## src/rtl/win_loss_display.sv

```systemverilog
// Win/loss tally display: counts rising edges of the win and lose levels as
// two-digit BCD tallies and scans them onto a 4-digit seven-segment display as WW.LL.
module win_loss_display #(
  parameter int REFRESH_BITS = 17,
  parameter bit BLANK_ZERO   = 1'b1
) (
  input  logic       clk,
  input  logic       reset,
  input  logic       win,
  input  logic       lose,
  input  logic       clr,
  output logic [6:0] seg,
  output logic [3:0] an,
  output logic       dp
);

  typedef struct packed {
    logic [3:0] tens;
    logic [3:0] ones;
  } bcd2_t;

  localparam logic [6:0] SEG_BLANK = 7'b1111111;

  bcd2_t                   win_tally;
  bcd2_t                   lose_tally;
  logic                    win_q;
  logic                    lose_q;
  logic [REFRESH_BITS-1:0] cnt;
  logic [1:0]              idx;
  logic                    win_pulse;
  logic                    lose_pulse;
  logic [3:0]              digit;
  logic                    blank;
  logic [6:0]              seg_next;

  // 99 wraps to 00; ones >= 9 also folds any out-of-range value back into BCD.
  function automatic bcd2_t bcd_inc(input bcd2_t v);
    bcd2_t r;
    r = v;
    if (v.ones >= 4'd9) begin
      r.ones = 4'd0;
      r.tens = (v.tens >= 4'd9) ? 4'd0 : v.tens + 4'd1;
    end else begin
      r.ones = v.ones + 4'd1;
    end
    return r;
  endfunction

  assign win_pulse  = win & ~win_q;
  assign lose_pulse = lose & ~lose_q;
  assign idx        = cnt[REFRESH_BITS-1 -: 2];

  always_comb begin
    // NOTE: every output gets a default first so no path can infer a latch.
    digit    = 4'd0;
    seg_next = SEG_BLANK;
    case (idx)
      2'd0:    digit = lose_tally.ones;
      2'd1:    digit = lose_tally.tens;
      2'd2:    digit = win_tally.ones;
      default: digit = win_tally.tens;
    endcase
    blank = BLANK_ZERO && idx[0] && (digit == 4'd0);
    case (digit)
      4'd0:    seg_next = 7'b1000000;
      4'd1:    seg_next = 7'b1111001;
      4'd2:    seg_next = 7'b0100100;
      4'd3:    seg_next = 7'b0110000;
      4'd4:    seg_next = 7'b0011001;
      4'd5:    seg_next = 7'b0010010;
      4'd6:    seg_next = 7'b0000010;
      4'd7:    seg_next = 7'b1111000;
      4'd8:    seg_next = 7'b0000000;
      4'd9:    seg_next = 7'b0010000;
      default: seg_next = SEG_BLANK;
    endcase
  end

  // NOTE: all state uses non-blocking assignments so every register samples pre-edge values.
  always_ff @(posedge clk) begin
    if (reset) begin
      win_tally  <= '0;
      lose_tally <= '0;
      win_q      <= 1'b0;
      lose_q     <= 1'b0;
      cnt        <= '0;
      an         <= 4'b1111;
      seg        <= SEG_BLANK;
      dp         <= 1'b1;
    end else begin
      win_q  <= win;
      lose_q <= lose;
      cnt    <= cnt + {{(REFRESH_BITS-1){1'b0}}, 1'b1};
      // clr wins over a coincident pulse, which is simply lost.
      if (clr) begin
        win_tally  <= '0;
        lose_tally <= '0;
      end else begin
        if (win_pulse)  win_tally  <= bcd_inc(win_tally);
        if (lose_pulse) lose_tally <= bcd_inc(lose_tally);
      end
      an  <= ~(4'b0001 << idx);
      seg <= blank ? SEG_BLANK : seg_next;
      dp  <= (idx != 2'd2);
    end
  end

endmodule
```

## config.mk

```make
export PLATFORM = sky130hd
export DESIGN_NAME = win_loss_display
export DESIGN_NICKNAME = d
export VERILOG_FILES = /design/src/rtl/win_loss_display.sv
export SDC_FILE = /design/constraint.sdc
export NUM_CORES = 1
export LEC_CHECK = 0
export CAP_MARGIN = 20
export CORE_MARGIN = 5
export CORE_UTILIZATION = 42
export DETAILED_ROUTE_END_ITERATION = 10
export PLACE_DENSITY_LB_ADDON = 0.12
export SLEW_MARGIN = 20
export SYNTH_ARGS = -nofsm -noshare
export SYNTH_HDL_FRONTEND = slang
export SYNTH_SLANG_ARGS = --single-unit
```

## constraint.sdc

```tcl
create_clock -name clk -period 5.4 [get_ports clk]
set_input_delay 0.54 -clock clk [delete_from_list [all_inputs] [get_ports clk]]
set_output_delay 0.54 -clock clk [all_outputs]
set_load 0.05 [all_outputs]
```

### Word level (Yosys, flattened, before mapping)

Memory sizes are Yosys's and may differ from the RTL's. A register that Yosys moved wholly into a read port is not among the register bits.
Cells that the tools add are included.

| storage, ports and cells | value |
|---|---|
| register bits | 40 |
| memories kept | 1 |
| bits of input ports | 5 |
| output and inout port bits | 12 |
| word-level logic and storage cells | 40 |
| RAM bits | 0 |
| ROM bits | 112 |
| latch bits | 0 |

| operators by class | value |
|---|---|
| bitwise operators | 5 |
| reduce and logical (&&, ||, !) cells | 7 |
| shift operators | 1 |
| add/subtract/negate cells | 5 |
| div/mod/pow operators | 0 |
| $lt $le $gt $ge | 4 |
| equality and inequality tests | 3 |
| $mul | 0 |
| multiplexer cells | 5 |

Memories:

| memory | depth | width | rd ports | clocked after memory_dff | wr ports | line | RTL |
|---|---|---|---|---|---|---|---|
| (name not given) | 16 | 7 | 1 | 1 | 0 | 64 | `case (digit)` |

Operators by type and width:

| kind | number |
|---|---|
| adder 17 x 1 -> 17 bit, second input constant | 1 |
| adder 4 x 1 -> 4 bit, second input constant | 4 |
| >= comparator 4 bit, second input constant | 4 |
| 2-to-1 mux 4 bit | 4 |
| case mux 4 bit (3 select lines) | 1 |
| logical NOT 4 bit | 1 |
| NOT 4 bit | 1 |
| AND reduction 2 bit | 2 |
| OR reduction 2 bit | 2 |
| left shift 1 x 2 -> 4 bit, first input constant | 1 |
| bitwise AND 1 bit | 2 |
| == test 2 x 1 -> 1 bit, second input constant | 1 |
| == test 2 bit, second input constant | 1 |
| logical NOT 2 bit | 1 |
| inequality test 2 bit, second input constant | 1 |
| NOT 1 bit | 2 |
| logical AND 1 bit | 1 |

### Logic depth before layout (Yosys ltp)

| depth | value |
|---|---|
| word-level depth | 5 |
| gate-level depth with buffers | 8 |

### Worst setup path after synthesis

OpenSTA, ideal clock, no wires.

| path | value |
|---|---|
| kind | register to register |
| start | reg cnt[15] |
| end | reg seg[4] |
| data required time | 5.330 ns |
| stages on the path, launching flop included | 9 |
| path buffers | 1 |
| arrival time | 2.136 ns |
| path slack | 3.193 ns |
| library setup time | 0.070 ns |
| path through | dfxtp_1 buf_2 mux4_2 inv_1 ha_1 nand2_1 a211oi_1 a2111oi_0 o21bai_1 |

| on the way | value |
|---|---|
| word-level cells in the longest chain between the ends | 5 |
| elaborated cells between the ends (all ways) | 7 |
| classes of those cells | eq/ne (2); mux (1); reduce/logical (4) |

RTL lines:

| element | line | RTL |
|---|---|---|
| start: declaration | 28 | `logic [REFRESH_BITS-1:0] cnt;` |
| start signal: assignment | 93 | `cnt <= cnt + {{(REFRESH_BITS-1){1'b0}}, 1'b1};` |
| == test 2 bit (tied with other cells) | 57 | `case (idx)` |
| case mux 4 bit (3 select lines) | 57 |  |
| logical NOT 4 bit | 63 | `blank = BLANK_ZERO && idx[0] && (digit == 4'd0);` |
| logical AND 1 bit | 63 |  |
| OR reduction 2 bit (no source line) | -- |  |
| end: declaration | 12 | `output logic [6:0] seg,` |

Several ways; a longest one is shown, not always the timed one.
A chain may end at the register's enable or synchronous reset.

### Worst setup path after layout

Ends and elaborated chain as after synthesis.

==> flow_summary.yaml <==
routing:
  drc_errors: 0
  wl_mm: 4.02
  antenna_left: 0
  vias_per_cell: 5.09
  dr.pass1.iters: 4
  routedWlPerCell_um: 12.4
  dr.first_iter.drc_count: 86
  via_count: 1653
global_routing:
  grt-ovfl-total: 0
  grt_max_degree: 31
  use_met2: 0.194
  antenna_found_initial: 0
  grt_busiest_layer: "met2"
  track_usage: 0.124
  grt_pass1_wl_mm: 7.10
  grt_pass1_vias: 1549
  met3_usage: 0.0406
  use_met1: 0.159
layout:
  syn2layout_area_growth_pct: 13.0
  nets: 277
  design_area_um2: 2550
  drive_gt1_frac: 0.0824
  n_antenna_cell: 0
logic_synthesis:
  synth.largest_area_cell: "dfxtp_1"
  yosys.cell_types.count: 43
  synth_area_um2: 2260
  yosysSeqAreaShare: 0.407
  synth_edf_count: 0
  synthCells: 243
  synth_area_leaders: "dfxtp_1 41%, ha_1 10%, nor2_1 4.5%"
  yosys.area.top_type_share: 0.407
  synthArstFlopShare: 0
  ys.flop_type: "dfxtp_1"
  syn_area_per_cell_um2: 9.30
  yosysMostFrequentCell: "dfxtp_1"
  syn_nets: 266
  synth_commonest_cells: "46 x dfxtp_1, 27 x nor2_1, 19 x nand2_1, 18 x ha_1, 15 x a21oi_1"
  yosys_warnings: 0
  synth-seq-cells: 46
timing:
  tightest_slew_ns: 0.636
  timing.hold.ws_ns: 0.474
  relSlewSlack: 0.569
  hold_viol_final: 0
  fmax_ghz: 0.400
  fin_ws_ns: 2.90
  tns_ns: 0
  finalSetupViolCount: 0
  rsz0062_at_grt: "no"
  final_max_slew_viol_count: 0
  fin_skew_ns: 0.00618
  period_minus_slack_ns: 2.50
  finalCritPeriodShare: 0.462
clocking:
  cts_sinks: 46
  cts_tree: "yes"
  clkTransAtPathRegs_ns: 0.08
  root_buffer: "clkbuf_8"
  cts_inserted_buffers: 5
  postCtsSetupRepairBufs: 0
  clk_latency_ns: 0.30
  cts_buffer_depth: 2
  ctsResizeCount: 0
  hold_buffers: 0
  ctsHtreeMaxLevel: 2
setup_path:
  crit_path_top_delay_cell: "dfxtp_1"
  cp.buffers_inverters: 1
  crit_path_max_fanout: 13
  crit_arrival_ns: 2.73
  path_class: "flop to flop"
  path_delay_family: "compound AO/OA/AOI/OAI gates"
  cp_cell_sequence: "mux4_2, clkinv_1, ha_1, nand2_1, a211oi_1, a2111oi_0, o21bai_1"
  cp-end-kind: "flop"
  cp-start-kind: "flop"
  crit_path_max_incr_delay_ns: 0.65
  required_ns: 5.63
pwr:
  ir_worst_vdd_uv: 147
  clockPowerShare: 0.385
  internal_power_mw: 0.501
  power.share.combinational: 0.075
  power.share.switching: 0.228
  p_seq_frac: 0.540
  power_switching_mw: 0.148
  p_leak_nw: 0.945
  power_per_cell_area_nw_per_um2: 254
placement:
  place_congestion: 0.749
  portBuffers: 16
  placed_area_um2: 2450
  dp_slack_ns: 2.91
  dpl.hpwl_mm: 2.87
worst_hold_path:
  min_path_type: "flop to flop"
floorplanning:
  rows: 26
  die_y_um: 83.4
  coreArea_um2: 5170
  start_util: 0.437
  die_w_um: 83.4
  die_area_um2: 6950
  ios: 17
flow_run:
  drv_cap: 0
outcome:
  outcome: "finished clean"
worst reg2reg max path, stage by stage (launching register included):
cell and delay (ns):
dfxtp_1 0.65, mux4_2 0.63, clkinv_1 0.12, ha_1 0.20, nand2_1 0.06, a211oi_1 0.48, a2111oi_0 0.14, o21bai_1 0.15
metal layers:
| metal | part of all wire | vias to the layer above |
|---|---|---|
| li1 | - | 862 |
| met1 | 0.49 | 760 |
| met2 | 0.47 | 27 |
| met3 | 0.036 | 4 |
| met4 | 0.0099 | 0 |
| met5 | 0 | - |
registers in the layout (all words and copies together) (netlist names):
signal and count:
seg 7, win_q 1, an 3, dp 1, cnt 17, win_tally 8, lose_q 1, lose_tally 8
worst paths after layout:
path	start	to	slack, ns	cells past startpoint
setup / recovery	cnt[15]	seg[4]	2.90	7
hold / removal	cnt[0]	cnt[0]	0.47	1
setup reg to reg	cnt[15]	seg[4]	2.90	7
hold reg to reg	cnt[0]	cnt[0]	0.47	1
through the flow:
step	total power [mW]	instances	util
floorplan	0.394	243	-
global placement	0.408	317	0.473
detailed placement	0.408	317	0.473
CTS	0.662	325	0.494
global route	0.684	325	0.494
finish	0.649	325	0.494
power by group through the flow:
| stage | clock (mW) | combinational, mW | sequential (mW) |
|---|---|---|---|
| floorplan | 0 | 0.0231 | 0.370 |
| global placement | 0 | 0.0494 | 0.359 |
| detailed placement | 0 | 0.0495 | 0.359 |
| CTS | 0.261 | 0.0497 | 0.351 |
| global route | 0.278 | 0.0540 | 0.352 |
| finish | 0.250 | 0.0489 | 0.351 |
layout make-up:
class	count	area, um^2
Clock buffer	5	68.8
Clock inverter	3	40.0
Fill cell	486	2620
Inverter	14	52.6
Multi-Input combinational cell	170	1220
Sequential cell	46	921
Tap cell	70	87.6
Timing Repair Buffer	17	168
cells in the final DEF (no fill, tap or decap), drive strengths merged:
| master | instances |
|---|---|
| a2111oi | 1 |
| nand4 | 6 |
| o21bai | 1 |
| and4 | 3 |
| ha | 18 |
| o311ai | 2 |
| clkdlybuf4s50 | 16 |
| xor2 | 10 |
| a41oi | 4 |
| nor2 | 27 |
| or3b | 3 |
| nor3b | 1 |
| or3 | 5 |
| nand3 | 8 |
| a21oi | 15 |
| nand4b | 2 |
| a211oi | 1 |
| clkinv | 3 |
| o31ai | 1 |
| nand2 | 21 |
| clkbuf | 5 |
| inv | 13 |
| mux2i | 2 |
| nor2b | 6 |
| bufinv | 1 |
| nand3b | 1 |
| buf | 1 |
| or2b | 1 |
| o21ai | 12 |
| mux4 | 4 |
| or4b | 2 |
| o311a | 3 |
| and2 | 1 |
| xnor2 | 5 |
| nor3 | 2 |
| or2 | 2 |
| dfxtp | 46 |
kinds of logic (layout without fill, tap and decap cells):
kind of cell               count (synthesis)  count (layout)  share of synthesized area
DFF                                       46              46                      0.407
AOI/OAI and AO/OA                         40              40                      0.121
muxes                                      6               6                     0.0487
xor gates and xnor gates                  15              15                     0.0581
adders and majority gates                 18              18                     0.0996
and+or+nand+nor                           91              91                      0.211
buffers and inverters                     27              39                     0.0542
Power figures use the tool's default switching activity.
